[src/rtl/battle_pkg.sv]
//------------------------------------------------------------------------------
// Module   : battle_pkg
// Purpose  : Shared constants and types for the team-selection and battle
//            blocks: USB HID keycodes, species ID type, roster size, empty-slot
//            marker, selection FSM states and team-grid rendering geometry.
// Revision : 1.0 - initial release
//------------------------------------------------------------------------------
`default_nettype none

package battle_pkg;

    typedef logic [2:0] species_id_t;

    localparam int          ROSTER_SIZE = 6;
    localparam int          TEAM_SIZE   = 3;
    localparam species_id_t EMPTY_SLOT  = 3'd7;

    // USB HID usage IDs
    localparam logic [7:0] KEY_W         = 8'h1A;
    localparam logic [7:0] KEY_A         = 8'h04;
    localparam logic [7:0] KEY_S         = 8'h16;
    localparam logic [7:0] KEY_D         = 8'h07;
    localparam logic [7:0] KEY_ENTER     = 8'h28;
    localparam logic [7:0] KEY_BACKSPACE = 8'h2A;

    // Roster grid: 3 columns x 2 rows of 96x96 cells at (160,120)
    localparam logic [9:0] GRID_X0     = 10'd160;
    localparam logic [9:0] GRID_Y0     = 10'd120;
    localparam logic [9:0] CELL_SIZE   = 10'd96;
    localparam logic [9:0] CELL_SIZE_2 = 10'd192;
    localparam logic [9:0] GRID_X1     = 10'd448;   // exclusive, 3 cells wide
    localparam logic [9:0] GRID_Y1     = 10'd312;   // exclusive, 2 cells tall
    localparam logic [9:0] BORDER_W    = 10'd2;

    typedef enum logic [1:0] {
        ST_IDLE    = 2'd0,
        ST_CHOOSE  = 2'd1,
        ST_CONFIRM = 2'd2,
        ST_DONE    = 2'd3
    } sel_state_t;

    // Column of a grid-relative x offset (caller guarantees rel < 3 cells).
    function automatic logic [1:0] cell_index(input logic [9:0] rel);
        if (rel < CELL_SIZE)        return 2'd0;
        else if (rel < CELL_SIZE_2) return 2'd1;
        else                        return 2'd2;
    endfunction

endpackage

`default_nettype wire

[src/rtl/team_select_if.sv]
//------------------------------------------------------------------------------
// Module   : team_select_if
// Purpose  : Bundles the game-side inputs (select grant, keycode, VGA pixel
//            position) and the team-selection results.
//            master : top-level game / video side
//            slave  : team_select
// Revision : 1.0 - initial release
//------------------------------------------------------------------------------
`default_nettype none

interface team_select_if;
    import battle_pkg::*;

    logic                   is_select;
    logic [7:0]             keycode;
    logic [9:0]             DrawX;
    logic [9:0]             DrawY;
    species_id_t [2:0]      team;
    logic                   start_battle;
    logic [2:0]             cursor;
    logic [1:0]             pick_count;
    logic [ROSTER_SIZE-1:0] picked_mask;
    logic                   is_cursor_px;
    logic                   is_picked_px;

    modport master (
        output is_select, keycode, DrawX, DrawY,
        input  team, start_battle, cursor, pick_count, picked_mask,
               is_cursor_px, is_picked_px
    );

    modport slave (
        input  is_select, keycode, DrawX, DrawY,
        output team, start_battle, cursor, pick_count, picked_mask,
               is_cursor_px, is_picked_px
    );

endinterface

`default_nettype wire

[src/rtl/key_edge.sv]
//------------------------------------------------------------------------------
// Module   : key_edge
// Purpose  : Turns a level USB keycode into a single-cycle press strobe.
//            A press is any change to a non-zero keycode, so a held key
//            fires once.
// Ports    : Clk, Reset (sync, active-high)
//            keycode [7:0] in  - current keycode, 8'h00 = none
//            press         out - combinational strobe for this cycle
//            key     [7:0] out - keycode that goes with press
// Revision : 1.0 - initial release
//------------------------------------------------------------------------------
`default_nettype none

module key_edge (
    input  wire logic       Clk,
    input  wire logic       Reset,
    input  wire logic [7:0] keycode,
    output logic            press,
    output logic [7:0]      key
);

    logic [7:0] r_kc_prev;

    always_ff @(posedge Clk) begin
        if (Reset) r_kc_prev <= 8'h00;
        else       r_kc_prev <= keycode;
    end

    assign press = (keycode != r_kc_prev) && (keycode != 8'h00);
    assign key   = keycode;

endmodule

`default_nettype wire

[src/rtl/team_select.sv]
//------------------------------------------------------------------------------
// Module   : team_select
// Purpose  : Team-selection screen. The player moves a cursor over a 3x2
//            roster grid with WASD, picks three distinct species with ENTER,
//            undoes with BACKSPACE and confirms with ENTER, which pulses
//            start_battle. Also flags cursor-border and picked-cell pixels
//            for the video path.
// Ports    : Clk, Reset (sync, active-high)
//            bus (team_select_if.slave) - select grant, keycode, DrawX/DrawY
//            in; team, start_battle, cursor, pick_count, picked_mask,
//            is_cursor_px, is_picked_px out
// Revision : 1.0 - initial release
//------------------------------------------------------------------------------
`default_nettype none

module team_select
    import battle_pkg::*;
(
    input wire logic      Clk,
    input wire logic      Reset,
    team_select_if.slave  bus
);

    logic                   w_press;
    logic [7:0]             w_key;

    sel_state_t             r_state, w_state_next;
    species_id_t [2:0]      r_team, w_team_next;
    logic [1:0]             r_pick_count, w_count_next;
    logic [ROSTER_SIZE-1:0] r_mask, w_mask_next;
    logic [2:0]             r_cursor, w_cursor_next;

    logic                   w_cur_row;
    logic [2:0]             w_cur_col;
    logic [1:0]             w_last_slot;

    key_edge u_key_edge (
        .Clk     (Clk),
        .Reset   (Reset),
        .keycode (bus.keycode),
        .press   (w_press),
        .key     (w_key)
    );

    assign w_cur_row   = (r_cursor >= 3'd3);
    assign w_cur_col   = w_cur_row ? (r_cursor - 3'd3) : r_cursor;
    assign w_last_slot = r_pick_count - 2'd1;

    always_ff @(posedge Clk) begin
        if (Reset) begin
            r_state      <= ST_IDLE;
            r_team       <= {EMPTY_SLOT, EMPTY_SLOT, EMPTY_SLOT};
            r_pick_count <= 2'd0;
            r_mask       <= '0;
            r_cursor     <= 3'd0;
        end else begin
            r_state      <= w_state_next;
            r_team       <= w_team_next;
            r_pick_count <= w_count_next;
            r_mask       <= w_mask_next;
            r_cursor     <= w_cursor_next;
        end
    end

    always_comb begin
        w_state_next  = r_state;
        w_team_next   = r_team;
        w_count_next  = r_pick_count;
        w_mask_next   = r_mask;
        w_cursor_next = r_cursor;

        case (r_state)
            ST_IDLE: begin
                // Results stay visible in Idle for the battle; they are only
                // wiped when the next selection starts.
                if (bus.is_select) begin
                    w_state_next  = ST_CHOOSE;
                    w_team_next   = {EMPTY_SLOT, EMPTY_SLOT, EMPTY_SLOT};
                    w_count_next  = 2'd0;
                    w_mask_next   = '0;
                    w_cursor_next = 3'd0;
                end
            end

            ST_CHOOSE, ST_CONFIRM: begin
                if (!bus.is_select) begin
                    // Abort wins over any key pressed this cycle.
                    w_state_next = ST_IDLE;
                    w_team_next  = {EMPTY_SLOT, EMPTY_SLOT, EMPTY_SLOT};
                    w_count_next = 2'd0;
                    w_mask_next  = '0;
                end else if (w_press) begin
                    if (r_state == ST_CHOOSE) begin
                        case (w_key)
                            KEY_W: if (w_cur_row)          w_cursor_next = r_cursor - 3'd3;
                            KEY_S: if (!w_cur_row)         w_cursor_next = r_cursor + 3'd3;
                            KEY_A: if (w_cur_col != 3'd0)  w_cursor_next = r_cursor - 3'd1;
                            KEY_D: if (w_cur_col != 3'd2)  w_cursor_next = r_cursor + 3'd1;
                            KEY_ENTER: begin
                                if (!r_mask[r_cursor]) begin
                                    w_team_next[r_pick_count] = r_cursor;
                                    w_mask_next[r_cursor]     = 1'b1;
                                    w_count_next              = r_pick_count + 2'd1;
                                    if (r_pick_count == 2'd2) w_state_next = ST_CONFIRM;
                                end
                            end
                            KEY_BACKSPACE: begin
                                if (r_pick_count != 2'd0) begin
                                    w_team_next[w_last_slot]         = EMPTY_SLOT;
                                    w_mask_next[r_team[w_last_slot]] = 1'b0;
                                    w_count_next                     = w_last_slot;
                                end
                            end
                            default: ;
                        endcase
                    end else begin
                        case (w_key)
                            KEY_ENTER: w_state_next = ST_DONE;
                            KEY_BACKSPACE: begin
                                w_team_next[w_last_slot]         = EMPTY_SLOT;
                                w_mask_next[r_team[w_last_slot]] = 1'b0;
                                w_count_next                     = w_last_slot;
                                w_state_next                     = ST_CHOOSE;
                            end
                            default: ;
                        endcase
                    end
                end
            end

            ST_DONE: w_state_next = ST_IDLE;

            default: w_state_next = ST_IDLE;
        endcase
    end

    //--------------------------------------------------------------------------
    // Pixel classification
    //--------------------------------------------------------------------------
    logic       w_in_grid;
    logic [9:0] w_rel_x, w_rel_y;
    logic [9:0] w_off_x, w_off_y;
    logic [1:0] w_px_col;
    logic       w_px_row;
    logic [2:0] w_px_index;
    logic       w_on_border;
    logic       w_active;

    assign w_in_grid  = (bus.DrawX >= GRID_X0) && (bus.DrawX < GRID_X1) &&
                        (bus.DrawY >= GRID_Y0) && (bus.DrawY < GRID_Y1);
    assign w_rel_x    = bus.DrawX - GRID_X0;
    assign w_rel_y    = bus.DrawY - GRID_Y0;
    assign w_px_col   = cell_index(w_rel_x);
    assign w_px_row   = (w_rel_y >= CELL_SIZE);
    assign w_off_x    = w_rel_x - (CELL_SIZE * {8'd0, w_px_col});
    assign w_off_y    = w_px_row ? (w_rel_y - CELL_SIZE) : w_rel_y;
    assign w_px_index = {1'b0, w_px_col} + (w_px_row ? 3'd3 : 3'd0);

    assign w_on_border = (w_off_x < BORDER_W) || (w_off_x >= CELL_SIZE - BORDER_W) ||
                         (w_off_y < BORDER_W) || (w_off_y >= CELL_SIZE - BORDER_W);

    assign w_active = w_in_grid && (r_state != ST_IDLE);

    assign bus.is_cursor_px = w_active && (w_px_index == r_cursor) && w_on_border;
    assign bus.is_picked_px = w_active && r_mask[w_px_index] && !bus.is_cursor_px;

    assign bus.team         = r_team;
    assign bus.start_battle = (r_state == ST_DONE);
    assign bus.cursor       = r_cursor;
    assign bus.pick_count   = r_pick_count;
    assign bus.picked_mask  = r_mask;

endmodule

`default_nettype wire

[src/flat_wrapper.sv]
// flat-port wrapper written by rule: the top's interface ports become plain ports
module team_select_flat import battle_pkg::*;
  (Clk, Reset, bus_is_select, bus_keycode, bus_DrawX, bus_DrawY, bus_team, bus_start_battle, bus_cursor, bus_pick_count, bus_picked_mask, bus_is_cursor_px, bus_is_picked_px);
  team_select_if bus_i ();
  input wire logic Clk;
  input wire logic Reset;
  input wire logic [$bits(bus_i.is_select)-1:0] bus_is_select;
  input wire logic [$bits(bus_i.keycode)-1:0] bus_keycode;
  input wire logic [$bits(bus_i.DrawX)-1:0] bus_DrawX;
  input wire logic [$bits(bus_i.DrawY)-1:0] bus_DrawY;
  output wire logic [$bits(bus_i.team)-1:0] bus_team;
  output wire logic [$bits(bus_i.start_battle)-1:0] bus_start_battle;
  output wire logic [$bits(bus_i.cursor)-1:0] bus_cursor;
  output wire logic [$bits(bus_i.pick_count)-1:0] bus_pick_count;
  output wire logic [$bits(bus_i.picked_mask)-1:0] bus_picked_mask;
  output wire logic [$bits(bus_i.is_cursor_px)-1:0] bus_is_cursor_px;
  output wire logic [$bits(bus_i.is_picked_px)-1:0] bus_is_picked_px;
  assign bus_i.is_select = bus_is_select;
  assign bus_i.keycode = bus_keycode;
  assign bus_i.DrawX = bus_DrawX;
  assign bus_i.DrawY = bus_DrawY;
  assign bus_team = bus_i.team;
  assign bus_start_battle = bus_i.start_battle;
  assign bus_cursor = bus_i.cursor;
  assign bus_pick_count = bus_i.pick_count;
  assign bus_picked_mask = bus_i.picked_mask;
  assign bus_is_cursor_px = bus_i.is_cursor_px;
  assign bus_is_picked_px = bus_i.is_picked_px;
  team_select u_core (.Clk(Clk), .Reset(Reset), .bus(bus_i));
endmodule
[config.mk]
export PLATFORM = sky130hd
export DESIGN_NAME = team_select_flat
export DESIGN_NICKNAME = d
export VERILOG_FILES = /design/src/rtl/battle_pkg.sv /design/src/rtl/team_select_if.sv /design/src/rtl/key_edge.sv /design/src/rtl/team_select.sv /design/src/flat_wrapper.sv
export SDC_FILE = /design/constraint.sdc
export NUM_CORES = 1
export LEC_CHECK = 0
export CAP_MARGIN = 20
export CORE_UTILIZATION = 25
export CTS_CLUSTER_DIAMETER = 150
export CTS_CLUSTER_SIZE = 16
export DETAILED_ROUTE_END_ITERATION = 16
export PLACE_DENSITY = 0.44
export SKIP_CTS_REPAIR_TIMING = 1
export SLEW_MARGIN = 40
export SYNTH_ARGS = -nofsm -noshare
export SYNTH_HDL_FRONTEND = slang
export SYNTH_SLANG_ARGS = --single-unit
[constraint.sdc]
create_clock -name Clk -period 9.2 [get_ports Clk]
set_input_delay 1.38 -clock Clk [delete_from_list [all_inputs] [get_ports Clk]]
set_output_delay 1.38 -clock Clk [all_outputs]
set_load 0.02 [all_outputs]
## After elaboration in Yosys (flattened, before gate mapping)

Cells that the tools add are included.
W data, S select, Z words.

| cells by class | value |
|---|---|
| add/subtract/negate cells | 11 |
| multipliers | 1 |
| order comparisons | 21 |
| equal/unequal tests | 29 |
| muxes and demuxes | 65 |
| bitwise logic cells | 4 |
| reductions and logical operators | 27 |

Operator list:

| operator | count |
|---|---|
| $mux W9 | 7 |
| $mux W6 | 7 |
| $ge A10 B7 Y1 const B | 4 |
| $pmux W9 S2 | 2 |
| $mux W2 | 17 |
| $mux W3 | 11 |
| $pmux W6 S2 | 2 |
| $lt A10 B2 Y1 const B | 2 |
| $lt A10 B9 Y1 const B | 2 |
| $sub A10 B7 Y10 const B | 2 |
| $eq A8 B3 Y1 const B | 2 |
| $eq A8 B5 Y1 const B | 2 |
| $eq A8 B6 Y1 const B | 2 |
| $ne A5 B5 Y1 const B | 3 |
| $logic_and A1 B1 Y1 | 13 |
| $demux W3 S2 | 2 |
| $lt A3 B4 Y1 const B | 3 |
| $ne A4 B4 Y1 const B | 3 |
| $pmux W2 S2 | 3 |
| $pmux W3 S4 | 1 |
| $ge A10 B8 Y1 const B | 1 |
| $lt A10 B7 Y1 const B | 1 |
| $lt A10 B8 Y1 const B | 1 |
| $mux W10 | 1 |
| 45 further kinds | 64 |

| word-level totals | value |
|---|---|
| flip-flop bits (word level) | 30 |
| input bits | 31 |
| word-level logic and storage cells | 166 |

## Longest topological paths before layout

Gate-level depths: netlist of run 1.

| logic depth | value |
|---|---|
| word-level depth | 15 |
| gate-level depth with buffers | 17 |
| mapped depth without buffers | 17 |

## By module

From an unflattened synthesis of run 1, not the netlist that was laid out.

| unflattened totals | value |
|---|---|
| cells, all modules | 420 |
| area total of the unflattened synthesis | 3324.4 µm² |

Modules (own cells, without submodules):

| module | times used | cells each | area each (µm²) | seq. area each (µm²) |
|---|---|---|---|---|
| team_select | 1 | 383 | 2951.6 | 440.4 |
| key_edge | 1 | 37 | 372.9 | 160.2 |

## Worst setup path before layout of run 1

No wires, ideal clock.

| timing | value |
|---|---|
| path type | input-to-output |
| from | input bus_DrawX[5] |
| to | output bus_is_picked_px |
| data arrival time | 4681 ps |
| data required time | 7820 ps |
| slack | 3139 ps |
| stages | 17 |
| buffers on the path | 0 |
| path through | inv_1 ha_1 inv_1 a21oi_1 xor2_1 or2_2 a211oi_1 nor2b_1 ha_1 inv_1 fa_1 a21o_1 a211oi_1 o211ai_1 a31oi_1 a31oi_1 nor3b_1 |

| between the ends | value |
|---|---|
| word-level cells in the longest chain between the ends | 13 |
| elaborated cells between the ends (all ways) | 27 |

RTL lines:

| element | line | text |
|---|---|---|
| start, declared | flat_wrapper.sv:9 | `input wire logic [$bits(bus_i.DrawX)-1:0] bus_DrawX;` |
| $sub A10 B8 Y10 | team_select.sv:151 | `assign w_rel_x = bus.DrawX - GRID_X0;` |
| $lt A10 B8 Y1 | battle_pkg.sv:45 | `else if (rel < CELL_SIZE_2) return 2'd1;` |
| $mux W2 | battle_pkg.sv:45 |  |
| $mux W2 | battle_pkg.sv:44 | `if (rel < CELL_SIZE) return 2'd0;` |
| $mul A2 B2 Y4 | team_select.sv:155 | `assign w_off_x = w_rel_x - (CELL_SIZE * {8'd0, w_px_col});` |
| $sub A10 B9 Y10 | team_select.sv:155 |  |
| $lt A10 B2 Y1 / $ge A10 B7 Y1 (equally long branches) | team_select.sv:159 | `assign w_on_border = (w_off_x < BORDER_W) \|\| (w_off_x >= CELL_SIZE - BORDER_W) \|\|` |
| $logic_or A1 B1 Y1 (2 in series) | team_select.sv:159 |  |
| $logic_or A1 B1 Y1 | team_select.sv:160 | `(w_off_y < BORDER_W) \|\| (w_off_y >= CELL_SIZE - BORDER_W);` |
| $logic_and A1 B1 Y1 | team_select.sv:164 | `assign bus.is_cursor_px = w_active && (w_px_index == r_cursor) && w_on_border;` |
| $logic_not A1 Y1 | team_select.sv:165 | `assign bus.is_picked_px = w_active && r_mask[w_px_index] && !bus.is_cursor_px;` |
| $logic_and A1 B1 Y1 * | team_select.sv:165 |  |
| end, declared | flat_wrapper.sv:17 | `output wire logic [$bits(bus_i.is_picked_px)-1:0] bus_is_picked_px;` |

Every way passes the cells marked *; elsewhere a longest branch is shown, timed or not. The select of a mux whose other input is x is not followed.

## Worst setup path in the final report of run 1

Ends and elaborated chain as after synthesis.

==> results of run 1 <==
[sequential cells by signal, summed over array words and instances, names as in the netlist]
name and cells:
u_core.bus.cursor 3, u_core.r_state 2, u_core.u_key_edge.r_kc_prev 8, u_core.bus.team 9, u_core.bus.picked_mask 6, u_core.bus.pick_count 2
[power by group]
part | switching (mW) | internal (mW)
logic | 0.0905 | 0.0706
clock network | 0.0549 | 0.0987
registers | 0.00691 | 0.137
total | 0.152 | 0.306
[cells in the final DEF, fill, tap and decap left out, types with 8 or more instances in the layout]
cell type,count
sky130_fd_sc_hd__nor3_1,16
sky130_fd_sc_hd__a31oi_1,8
sky130_fd_sc_hd__dfxtp_1,30
sky130_fd_sc_hd__nand3_1,17
sky130_fd_sc_hd__xor2_1,14
sky130_fd_sc_hd__nand2_1,16
sky130_fd_sc_hd__nand2b_1,9
sky130_fd_sc_hd__nor2_1,25
sky130_fd_sc_hd__a21oi_1,23
sky130_fd_sc_hd__ha_1,20
sky130_fd_sc_hd__clkdlybuf4s50_1,53
sky130_fd_sc_hd__nor2b_1,15
sky130_fd_sc_hd__o21ai_0,26
sky130_fd_sc_hd__inv_1,20
sky130_fd_sc_hd__a211oi_1,11
[logic make-up after synthesis]
logic type	Yosys count	share of synthesized area, %
adders and majority gates	23	10.5
buffers and inverters	40	5.18
DFF	30	20.4
and+or+nand+nor	141	27.5
xor gates and xnor gates	21	6.25
muxes	13	5.52
AOI/OAI and AO/OA	109	24.7
[synthesized netlist by cell type, drive strengths merged (3+ instances only)]
cell type   n
and4        6
nand3      17
a21oi      23
nor2b      16
nand3b      3
or2         3
nor2       28
mux2        6
a211o       4
fa          3
nor3       17
nand2b      9
o31ai       4
clkbuf     13
nor4        3
nor4b       3
and3        3
a21o        4
o2bb2ai     3
ha         20
or3         6
o21ai      26
inv        20
a41oi       3
xor2       14
a31oi       8
xnor2       7
o21bai      7
a211oi     11
buf         7
mux2i       5
dfxtp      30
nor3b       3
nand2      16
[cell type report]
cell class                      count  area [um^2]  area share, %
Sequential cell                    30          601           16.1
Clock buffer                        7          133           3.56
Timing Repair Buffer               55          546           14.6
Inverter                           20         75.1           2.01
Multi-Input combinational cell    307         2190           58.9
Tap cell                          143          179           4.80
[routing by layer]
layer	global-route usage, %	wire, um
met1	19.0	4230
met2	22.4	3660
met3	2.09	302
met4	3.64	112
met5	0	0
[final timing paths]
kind / from / endpoint / slack [ns]
min: u_core.bus.pick_count[1]$_SDFFE_PP0P_ / u_core.bus.pick_count[1]$_SDFFE_PP0P_ / 0.55
min reg2reg: u_core.bus.pick_count[1]$_SDFFE_PP0P_ / u_core.bus.pick_count[1]$_SDFFE_PP0P_ / 0.55
max reg2reg: u_core.r_state[0]$_SDFFE_PP0P_ / u_core.bus.picked_mask[5]$_SDFFE_PP0P_ / 6.09
max: bus_DrawX[5] / bus_is_picked_px / 1.98
[per-stage QoR]
stage,hold WS [ns],cell area [um^2]
CTS,0.545,3720
finish,0.548,3730
global placement,0.525,3590
detailed placement,0.530,3590
floorplan,0.530,2940
global route,0.570,3730
[critical path: cells and delay by family]
kind	cells	cell delay, ns
AND/OR/NAND/NOR	3	0.67
AO/OA/AOI/OAI	7	1.34
adder cells (fa/ha/maj)	3	0.88
buffers and inverters	5	1.41
XOR/XNOR	1	0.17
==> summary.txt, run 1 <==
Outcome
  • Result of the run: finished, final reports clean

Power and ir drop
  • Power per unit of standard cell area: 123 mW/mm^2
  • VDD IR-drop max: 0.0703 mV
  • Total power after layout: 0.458 mW
  • Leak Pwr: 1.36 nW

Layout
  • Layout net count: 473
  • Filler Cell Count: 1242
  • Post-layout util: 32.5%
  • Layout overhead on the synthesized area: 26.6%
  • Proportion of layout cells with a drive suffix above 1: 7.16%
  • Count of inserted antenna diode cells: 0
  • Final instance count without filler cells: 562

Worst setup path
  • Endpoint type of the worst setup path: output pin
  • Crit path arrival time: 5.84 ns
  • Cell type with the highest occurrence count on the critical path: sky130_fd_sc_hd__inv_1
  • Crit-path max FO: 4
  • R2R cell count: 8
  • Launching element type of the critical path: input pin
  • Max stage delay on crit path: 0.63 ns
  • Endpoint required time on the critical path: 7.82 ns
  • Critical path, cell by cell: clkdlybuf4s50_1 -> inv_1 -> ha_1 -> inv_1 -> a21oi_1 -> xor2_1 -> or2_2 -> a211oi_1 -> nor2b_1 -> ha_1 -> inv_1 -> fa_1 -> a21o_1 -> a211oi_1 -> o211ai_1 -> a31oi_1 -> a31oi_1 -> nor3b_1 -> clkdlybuf4s50_1
  • Start-to-end type of the worst setup path: in -> out
  • Critical-path top delay cell: sky130_fd_sc_hd__clkdlybuf4s50_1

Drt
  • Via Count: 2891
  • Violation count after the first detailed-route iteration: 230
  • DRC violations left: 0
  • Total wirelength of the detailed-routed design: 8.30 mm
  • Pre-antenna DRT Iters: 4
  • Average vias per placed instance: 5.14
  • Mean routed wirelength per cell: 14.8 um
  • Post-detailed-route count of antenna-violating nets: 0

Hold path
  • HP Class: reg -> reg
  • Number of cells on the worst hold path: 2

Yosys
  • Count of yosys warnings during synthesis: 0
  • EDFF count, synth: 0
  • Top FF cell, synth: sky130_fd_sc_hd__dfxtp_1
  • Cells taking the most area after synthesis: sky130_fd_sc_hd__dfxtp_1, sky130_fd_sc_hd__ha_1, sky130_fd_sc_hd__o21ai_0, sky130_fd_sc_hd__xor2_1, sky130_fd_sc_hd__a21oi_1
  • Async S/R FF share, synth: 0%
  • Share of the synthesized area in the top cell type: 20.4%
  • Gate count of the mapped netlist: 377
  • Nets in the synthesized netlist: 431
  • Synth Area per Inst: 7.81 um^2
  • Share of the yosys chip area belonging to registers: 20.4%
  • Synth Cell Area: 0.00294 mm^2
  • Library cells used by synthesis: 61
  • Largest area contributor in the synthesized netlist: sky130_fd_sc_hd__dfxtp_1
  • Total of flip-flops plus latches after synthesis: 30

Placement
  • Port Buffers: 53
  • Cell Count Post-Placement: 555
  • Final HPWL DP: 6.26 mm
  • Worst setup slack before clock tree synthesis: 1.97 ns
  • Weighted congestion at the end of routability-driven global placement: 0.792

Floorplan
  • Die outline height: 111 um
  • Initial Util: 25.7%
  • Die Span X: 111 um
  • Core outline area: 0.0115 mm^2
  • Floorplan die area: 0.0122 mm^2
  • Number of rows in the core area: 39
  • I/O pin cnt: 54

Timing
  • Highest achievable clock rate: 138 MHz
  • Unrepaired setup endpoints after global routing: false
  • Final cycle utilization of the critical path: 78.5%
  • Fin. Hold Viols: 0
  • Fin Clk Skew: 0.00509 ns
  • Fin crit period: 7.22 ns
  • Total negative setup slack: 0 ns
  • Slew headroom: 47.8%
  • Worst slew pin tran: 0.782 ns
  • Number of pins exceeding their max-slew limit in the final report: 0
  • Setup slack of the critical path after layout: 1.98 ns
  • Final count of negative-setup-slack endpoints: 0

Global routing
  • Global-route total usage across every layer: 13.8%
  • Vias in the first global route: 2821
  • Pin count of the biggest net entering global routing: 31
  • Grt ovf: 0
  • Wire length of the first global-routing pass: 14.1 mm
  • Antenna violations before repair: 0

Clock network
  • CTS tree: yes
  • Clock buffer depth: 2
  • # clock sinks: 30
  • CTS H-tree depth: 2
  • Number of buffers created by CTS: 5
  • Clk slew on worst S/H paths: 0.05 ns
  • Worst skew pair latency: 0.27 ns
  • Library cell used as clock root buffer: sky130_fd_sc_hd__clkbuf_16

Job
  • Count of max-cap constraint violations: 0
Note: power is estimated with default switching activity, not from simulation.
==> inputs of run 2 (changes only) <==
--- a/config.mk
+++ b/config.mk
@@ -10,7 +10,7 @@
 export CTS_CLUSTER_DIAMETER = 150
 export CTS_CLUSTER_SIZE = 16
 export DETAILED_ROUTE_END_ITERATION = 16
-export PLACE_DENSITY = 0.44
+export PLACE_DENSITY = 0.46
 export SKIP_CTS_REPAIR_TIMING = 1
 export SLEW_MARGIN = 40
 export SYNTH_ARGS = -nofsm -noshare
==> constraint.sdc (replaced) <==
create_clock -name Clk -period 5.8 [get_ports Clk]
set_input_delay 0.87 -clock Clk [delete_from_list [all_inputs] [get_ports Clk]]
set_output_delay 0.87 -clock Clk [all_outputs]
set_load 0.02 [all_outputs]
==> run 2 against run 1 <==
Sequential power grew 58%; first-iteration DRC count shrank 40%; clock-buffer cell count is the same; register-to-register slack lost 3.3 ns; final cell count grew 2.1%; largest power group unchanged.
==> summary.txt, run 2 (synthesis results as in run 1) <==
Power and ir drop
  • Internal power consumption: 0.505 mW (was 0.306 mW)
  • Switching part of the total: 32.7% (was 33.2%)
  • Sequential share of power: 30.3% (was 31.3%)
  • Power share of the clock group: 34.7% (was 33.5%)
  • Total power after layout: 0.751 mW (was 0.458 mW)
  • Power dissipated by switching net loads: 0.246 mW (was 0.152 mW)
  • Part of the total power dissipated in combinational logic: 35.1% (was 35.2%)
  • VDD IR-drop max: 0.110 mV (was 0.0703 mV)
  • Power per unit of standard cell area: 196 mW/mm^2 (was 123 mW/mm^2)
  • Leak Pwr: 1.46 nW (was 1.36 nW)

Worst setup path
  • Endpoint required time on the critical path: 4.93 ns (was 7.82 ns)
  • Crit path arrival time: 4.56 ns (was 5.84 ns)
  • Crit-path max FO: 3 (was 4)
  • Start-to-end type of the worst setup path: in -> out (unchanged)
  • Launching element type of the critical path: input pin (unchanged)
  • Endpoint type of the worst setup path: output pin (unchanged)

Timing
  • Worst hold margin: 0.538 ns (was 0.548 ns)
  • Final count of negative-setup-slack endpoints: 0 (unchanged)
  • Final cycle utilization of the critical path: 93.5%
  • Highest achievable clock rate: 184 MHz
  • Unrepaired setup endpoints after global routing: false (unchanged)
  • Fin crit period: 5.43 ns
  • Slew headroom: 49.5% (was 47.8%)
  • Number of pins exceeding their max-slew limit in the final report: 0 (unchanged)
  • Fin Clk Skew: 0.00578 ns (was 0.00509 ns)
  • Fin. Hold Viols: 0 (unchanged)
  • Worst slew pin tran: 0.756 ns (was 0.782 ns)

Drt
  • Total wirelength of the detailed-routed design: 8.19 mm (was 8.30 mm)
  • Mean routed wirelength per cell: 14.3 um (was 14.8 um)
  • Pre-antenna DRT Iters: 4 (unchanged)
  • DRC violations left: 0 (unchanged)
  • Average vias per placed instance: 5.08 (was 5.14)
  • Via Count: 2914 (was 2891)
  • Violation count after the first detailed-route iteration: 138 (was 230)
  • Post-detailed-route count of antenna-violating nets: 0 (unchanged)

Clock network
  • Clk slew on worst S/H paths: 0.05 ns (about the same)
  • Number of buffers created by CTS: 5 (unchanged)
  • CTS tree: yes (unchanged)
  • CTS H-tree depth: 2 (unchanged)
  • Library cell used as clock root buffer: sky130_fd_sc_hd__clkbuf_16 (unchanged)
  • Worst skew pair latency: 0.28 ns (was 0.27 ns)
  • # clock sinks: 30 (unchanged)
  • Clock buffer depth: 2 (unchanged)

Layout
  • Most frequent cells in the layout: sky130_fd_sc_hd__clkdlybuf4s50_1, sky130_fd_sc_hd__dfxtp_1, sky130_fd_sc_hd__o21ai_0 (unchanged)
  • Layout overhead on the synthesized area: 30.3% (was 26.6%)
  • Leading cell type in the layout, fill and taps excluded: sky130_fd_sc_hd__clkdlybuf4s50_1 (unchanged)
  • Count of inserted antenna diode cells: 0 (unchanged)
  • Largest register FFs: 9 (unchanged)
  • Filler Cell Count: 1219 (was 1242)
  • Layout net count: 484 (was 473)
  • Proportion of layout cells with a drive suffix above 1: 10.4% (was 7.16%)

Floorplan
  • Die outline height: 111 um (unchanged)
  • Number of rows in the core area: 39 (unchanged)
  • Initial Util: 25.7% (unchanged)
  • Floorplan die area: 0.0122 mm^2 (unchanged)
  • Core outline area: 0.0115 mm^2 (unchanged)
  • Die Span X: 111 um (unchanged)
  • I/O pin cnt: 54 (unchanged)

Hold path
  • HP Class: reg -> reg (unchanged)

Placement
  • Port Buffers: 53 (unchanged)
  • Weighted congestion at the end of routability-driven global placement: 0.806 (was 0.792)
  • Final HPWL DP: 6.26 mm (about the same)

Global routing
  • Grt ovf: 0 (unchanged)
  • Pin count of the biggest net entering global routing: 31 (unchanged)
  • Global-route total usage across every layer: 13.5% (was 13.8%)
  • Wire length of the first global-routing pass: 13.8 mm (was 14.1 mm)
  • Antenna violations before repair: 0 (unchanged)
  • Vias in the first global route: 2812 (was 2821)

Outcome
  • Result of the run: finished, final reports clean (unchanged)

Job
  • Count of max-cap constraint violations: 0 (unchanged)
-- run 2: worst max-delay path, cell delays in order --
cell                              delay, ns
sky130_fd_sc_hd__clkdlybuf4s50_1       0.48
sky130_fd_sc_hd__inv_1                 0.08
sky130_fd_sc_hd__ha_1                  0.22
sky130_fd_sc_hd__inv_1                 0.06
sky130_fd_sc_hd__a21oi_1               0.07
sky130_fd_sc_hd__xor2_1                0.16
sky130_fd_sc_hd__or2_2                 0.31
sky130_fd_sc_hd__a211oi_2              0.28
sky130_fd_sc_hd__nor2b_2               0.08
sky130_fd_sc_hd__ha_1                  0.20
sky130_fd_sc_hd__inv_1                 0.07
sky130_fd_sc_hd__fa_1                  0.42
sky130_fd_sc_hd__a21o_1                0.16
sky130_fd_sc_hd__a211oi_1              0.24
sky130_fd_sc_hd__o211ai_1              0.12
sky130_fd_sc_hd__a31oi_1               0.16
sky130_fd_sc_hd__a31oi_1               0.12
sky130_fd_sc_hd__nor3b_1               0.20
sky130_fd_sc_hd__dlymetal6s2s_1        0.25
-- run 2: per-layer routing --
metal / global-route usage [%] / share of wire [%] / vias up
met5: 0 / 0 / -
met4: 3.56 / 0.68 / 0
met3: 2.20 / 3.9 / 4
met2: 22.5 / 47 / 63
met1: 18.0 / 49 / 1362
li1: - / - / 1485
-- run 2: area by class of cell --
| class | count | area (um^2) | area share [%] |
|---|---|---|---|
| inverters | 20 | 75.1 | 1.96 |
| well taps | 143 | 179 | 4.66 |
| multi-input cells | 307 | 2200 | 57.4 |
| repair buffers | 66 | 633 | 16.5 |
| clock inverters | 1 | 5.00 | 0.130 |
| flip-flops and latches | 30 | 601 | 15.7 |
| clock buffers | 7 | 143 | 3.72 |
-- run 2: stage by stage --
stage	cell area (um^2)	utilization, %	setup TNS, ns	setup slack, ns	std cells
after CTS	3820	33.3	-0.112	-0.112	574
final	3840	33.5	0	0.375	574
after global routing	3840	33.5	0	0.109	574
after floorplan	2940	-	0	0.759	377
after global placement	3670	32.0	0	0.0288	566
after detailed placement	3680	32.1	-0.0892	-0.0892	566
-- run 2: power groups by stage --
stage,combinational [mW],sequential [mW],clock [mW]
floorplan,0.169,0.236,0
global placement,0.259,0.232,0
detailed placement,0.263,0.232,0
CTS,0.264,0.227,0.270
global route,0.294,0.228,0.276
finish,0.264,0.227,0.260
-- run 2: path summary, 6_finish.rpt --
check	start	endpoint	slack [ns]	cells after the start
hold / removal	u_core.bus.pick_count[1]$_SDFFE_PP0P_	u_core.bus.pick_count[1]$_SDFFE_PP0P_	0.54	2
setup / recovery	bus_DrawX[5]	bus_is_picked_px	0.37	19
hold reg to reg	u_core.bus.pick_count[1]$_SDFFE_PP0P_	u_core.bus.pick_count[1]$_SDFFE_PP0P_	0.54	2
setup reg to reg	u_core.r_state[0]$_SDFFE_PP0P_	u_core.bus.picked_mask[5]$_SDFFE_PP0P_	2.83	8
==> inputs of run 3 (changes only) <==
--- a/config.mk
+++ b/config.mk
@@ -5,12 +5,15 @@
 export SDC_FILE = /design/constraint.sdc
 export NUM_CORES = 1
 export LEC_CHECK = 0
+export ABC_CLOCK_PERIOD_IN_PS = 5800
 export CAP_MARGIN = 20
+export CORE_MARGIN = 4
 export CORE_UTILIZATION = 25
 export CTS_CLUSTER_DIAMETER = 150
 export CTS_CLUSTER_SIZE = 16
 export DETAILED_ROUTE_END_ITERATION = 16
 export PLACE_DENSITY = 0.46
+export RECOVER_POWER = 50
 export SKIP_CTS_REPAIR_TIMING = 1
 export SLEW_MARGIN = 40
 export SYNTH_ARGS = -nofsm -noshare
==> run 3 against run 2 <==
Register-to-register slack lost 0.03 ns; worst hold slack about the same; fmax rose by 0.19%; final area about the same; sequential power about the same; critical path type unchanged.
==> summary.txt, run 3 (synthesis results as in run 1) <==
Power and ir drop
  • Power per unit of standard cell area: 203 mW/mm^2 (was 196 mW/mm^2)
  • VDD IR-drop max: 0.125 mV (was 0.110 mV)
  • Leak Pwr: 1.47 nW (was 1.46 nW)

Layout
  • Count of inserted antenna diode cells: 0 (unchanged)
  • Layout net count: 483 (was 484)
  • Final instance count without filler cells: 573 (was 574)
  • Largest register FFs: 9 (unchanged)
  • Filler Cell Count: 1225 (was 1219)
  • Most frequent cells in the layout: sky130_fd_sc_hd__clkdlybuf4s50_1, sky130_fd_sc_hd__dfxtp_1, sky130_fd_sc_hd__o21ai_0 (unchanged)
  • Layout overhead on the synthesized area: 30.4% (was 30.3%)
  • Storage cell area: 601 um^2 (unchanged)
  • Leading cell type in the layout, fill and taps excluded: sky130_fd_sc_hd__clkdlybuf4s50_1 (unchanged)
  • Proportion of layout cells with a drive suffix above 1: 10.0% (was 10.4%)
  • Area used by multi-input combinational logic: 0.00220 mm^2 (about the same)

Clock network
  • Library cell used as clock root buffer: sky130_fd_sc_hd__clkbuf_16 (unchanged)
  • Number of buffers created by CTS: 5 (unchanged)
  • CTS tree: yes (unchanged)
  • Clock buffer depth: 2 (unchanged)
  • Clk slew on worst S/H paths: 0.05 ns (about the same)
  • CTS H-tree depth: 2 (unchanged)
  • Worst skew pair latency: 0.28 ns (about the same)
  • # clock sinks: 30 (unchanged)

Outcome
  • Result of the run: finished, final reports clean (unchanged)

Floorplan
  • Core outline area: 0.0115 mm^2 (unchanged)
  • Initial Util: 25.7% (unchanged)
  • Number of rows in the core area: 39 (unchanged)
  • Floorplan die area: 0.0136 mm^2 (was 0.0122 mm^2)
  • I/O pin cnt: 54 (unchanged)
  • Die Span X: 117 um (was 111 um)
  • Die outline height: 117 um (was 111 um)

Job
  • Count of max-cap constraint violations: 0 (unchanged)

Global routing
  • Grt ovf: 0 (unchanged)
  • Antenna violations before repair: 0 (unchanged)
  • Wire length of the first global-routing pass: 13.9 mm (was 13.8 mm)
  • Global-route total usage across every layer: 12.5% (was 13.5%)
  • Pin count of the biggest net entering global routing: 31 (unchanged)
  • Vias in the first global route: 2877 (was 2812)

Placement
  • Final HPWL DP: 6.42 mm (was 6.26 mm)
  • Cell Count Post-Placement: 565 (was 566)
  • Worst setup slack before clock tree synthesis: -0.0492 ns (was -0.0892 ns)
  • Weighted congestion at the end of routability-driven global placement: 0.792 (was 0.806)
  • Port Buffers: 53 (unchanged)

Drt
  • Total wirelength of the detailed-routed design: 8.33 mm (was 8.19 mm)
  • Post-detailed-route count of antenna-violating nets: 0 (unchanged)
  • Average vias per placed instance: 5.04 (was 5.08)
  • Violation count after the first detailed-route iteration: 155 (was 138)
  • Mean routed wirelength per cell: 14.5 um (was 14.3 um)
  • DRC violations left: 0 (unchanged)
  • Via Count: 2888 (was 2914)
  • Pre-antenna DRT Iters: 4 (unchanged)

Worst setup path
  • End of the worst register-to-register path: u_core.bus.picked_mask[2]$_SDFFE_PP0P_ (was u_core.bus.picked_mask[5]$_SDFFE_PP0P_)
  • Crit-path max FO: 3 (unchanged)
  • R2R cell count: 9 (was 8)
  • RR Startpoint: u_core.r_state[0]$_SDFFE_PP0P_ (unchanged)
  • Launching element type of the critical path: input pin (unchanged)
  • Crit path arrival time: 4.54 ns (was 4.56 ns)
  • End of the critical path: bus_is_picked_px (unchanged)
  • Setup slack of the worst register-to-register path: 2.80 ns (was 2.83 ns)
  • Start point of the critical path: bus_DrawX[5] (unchanged)
  • Endpoint type of the worst setup path: output pin (unchanged)
  • Start-to-end type of the worst setup path: in -> out (unchanged)
  • Endpoint required time on the critical path: 4.93 ns (about the same)

Timing
  • Worst slew pin tran: 1.34 ns (was 0.756 ns)
  • Number of pins exceeding their max-slew limit in the final report: 0 (unchanged)
  • Highest achievable clock rate: 185 MHz (was 184 MHz)
  • Final cycle utilization of the critical path: 93.4% (was 93.5%)
  • Unrepaired setup endpoints after global routing: false (unchanged)
  • Slew headroom: 11.0% (was 49.5%)
  • Fin Clk Skew: 0.00630 ns (was 0.00578 ns)
  • Fin crit period: 5.41 ns (was 5.43 ns)
  • Fin. Hold Viols: 0 (unchanged)
  • Final count of negative-setup-slack endpoints: 0 (unchanged)
  • Setup slack of the critical path after layout: 0.385 ns (was 0.375 ns)

Hold path
  • HP Class: reg -> reg (unchanged)
  • Min-Delay Startpoint: u_core.bus.pick_count[1]$_SDFFE_PP0P_ (unchanged)
run 3: cell count changes in the layout (fill, tap and decap cells not counted), sizes merged:
cell | previous run | this run
clkbuf | 7 | 6
dlygate4sd3 | 0 | 19
buf | 13 | 11
clkdlybuf4s50 | 51 | 32
clkinv | 1 | 2
bufinv | 0 | 1
run 3: how the worst min path moves through the flow:
| stage | endpoint | slack [ns] | depth (start not counted) |
|---|---|---|---|
| after floorplan | u_core.r_state[1]$_SDFFE_PP0P_ | 0.53 | 2 |
| after global placement | u_core.bus.pick_count[1]$_SDFFE_PP0P_ | 0.52 | 2 |
| after detailed placement | u_core.bus.pick_count[1]$_SDFFE_PP0P_ | 0.52 | 2 |
| after CTS | u_core.bus.pick_count[1]$_SDFFE_PP0P_ | 0.54 | 2 |
| after global routing | u_core.bus.pick_count[1]$_SDFFE_PP0P_ | 0.56 | 2 |
| final | u_core.bus.pick_count[1]$_SDFFE_PP0P_ | 0.54 | 2 |
run 3: power breakdown:
part | total [mW] | leakage (nW) | internal, mW | switching, mW
clock network | 0.295 | 0.0836 | 0.201 | 0.0942
logic | 0.260 | 1.14 | 0.115 | 0.144
registers | 0.227 | 0.245 | 0.217 | 0.0101
total | 0.781 | 1.47 | 0.533 | 0.249
run 3: area by class of cell:
cell class                      count  share of cell area, %
Clock inverter                      3                   1.04
Tap cell                          143                   4.66
Inverter                           20                   1.96
Sequential cell                    30                   15.6
Timing Repair Buffer               65                   16.2
Clock buffer                        5                   3.26
Multi-Input combinational cell    307                   57.3
run 3: metrics by stage:
step	instance area, um^2	hold slack (ns)	power [mW]	setup TNS (ns)	utilization, %
2_1_floorplan	2940	0.530	0.405	0	-
6_report	3840	0.538	0.781	0	33.5
5_1_grt	3840	0.563	0.836	0	33.5
4_1_cts	3830	0.543	0.795	-0.0734	33.4
3_3_place_gp	3670	0.517	0.490	0	32.0
3_5_place_dp	3670	0.524	0.492	-0.0492	32.0
run 3: routing by layer:
metal  wire length, um  global-route usage, %  vias to the layer above  share of wire (%)
li1                  -                      -                     1489                  -
met4                66                   3.02                        0               0.79
met2              3850                   21.1                       56                 46
met1              3980                   16.8                     1337                 48
met5                 0                      0                        -                  0
met3               431                   2.07                        6                5.2
run 3: worst max-delay path, stage by stage:
cell and delay [ns]:
sky130_fd_sc_hd__clkdlybuf4s50_1 0.48, sky130_fd_sc_hd__inv_1 0.08, sky130_fd_sc_hd__ha_1 0.22, sky130_fd_sc_hd__inv_1 0.06, sky130_fd_sc_hd__a21oi_1 0.07, sky130_fd_sc_hd__xor2_1 0.16
sky130_fd_sc_hd__or2_2 0.31, sky130_fd_sc_hd__a21oi_1 0.15, sky130_fd_sc_hd__nor2b_1 0.21, sky130_fd_sc_hd__ha_1 0.20, sky130_fd_sc_hd__inv_1 0.05, sky130_fd_sc_hd__fa_1 0.44
sky130_fd_sc_hd__a21o_1 0.16, sky130_fd_sc_hd__a211oi_1 0.23, sky130_fd_sc_hd__o211ai_1 0.12, sky130_fd_sc_hd__a31oi_1 0.15, sky130_fd_sc_hd__a31oi_1 0.12, sky130_fd_sc_hd__nor3b_1 0.21
sky130_fd_sc_hd__dlymetal6s2s_1 0.25
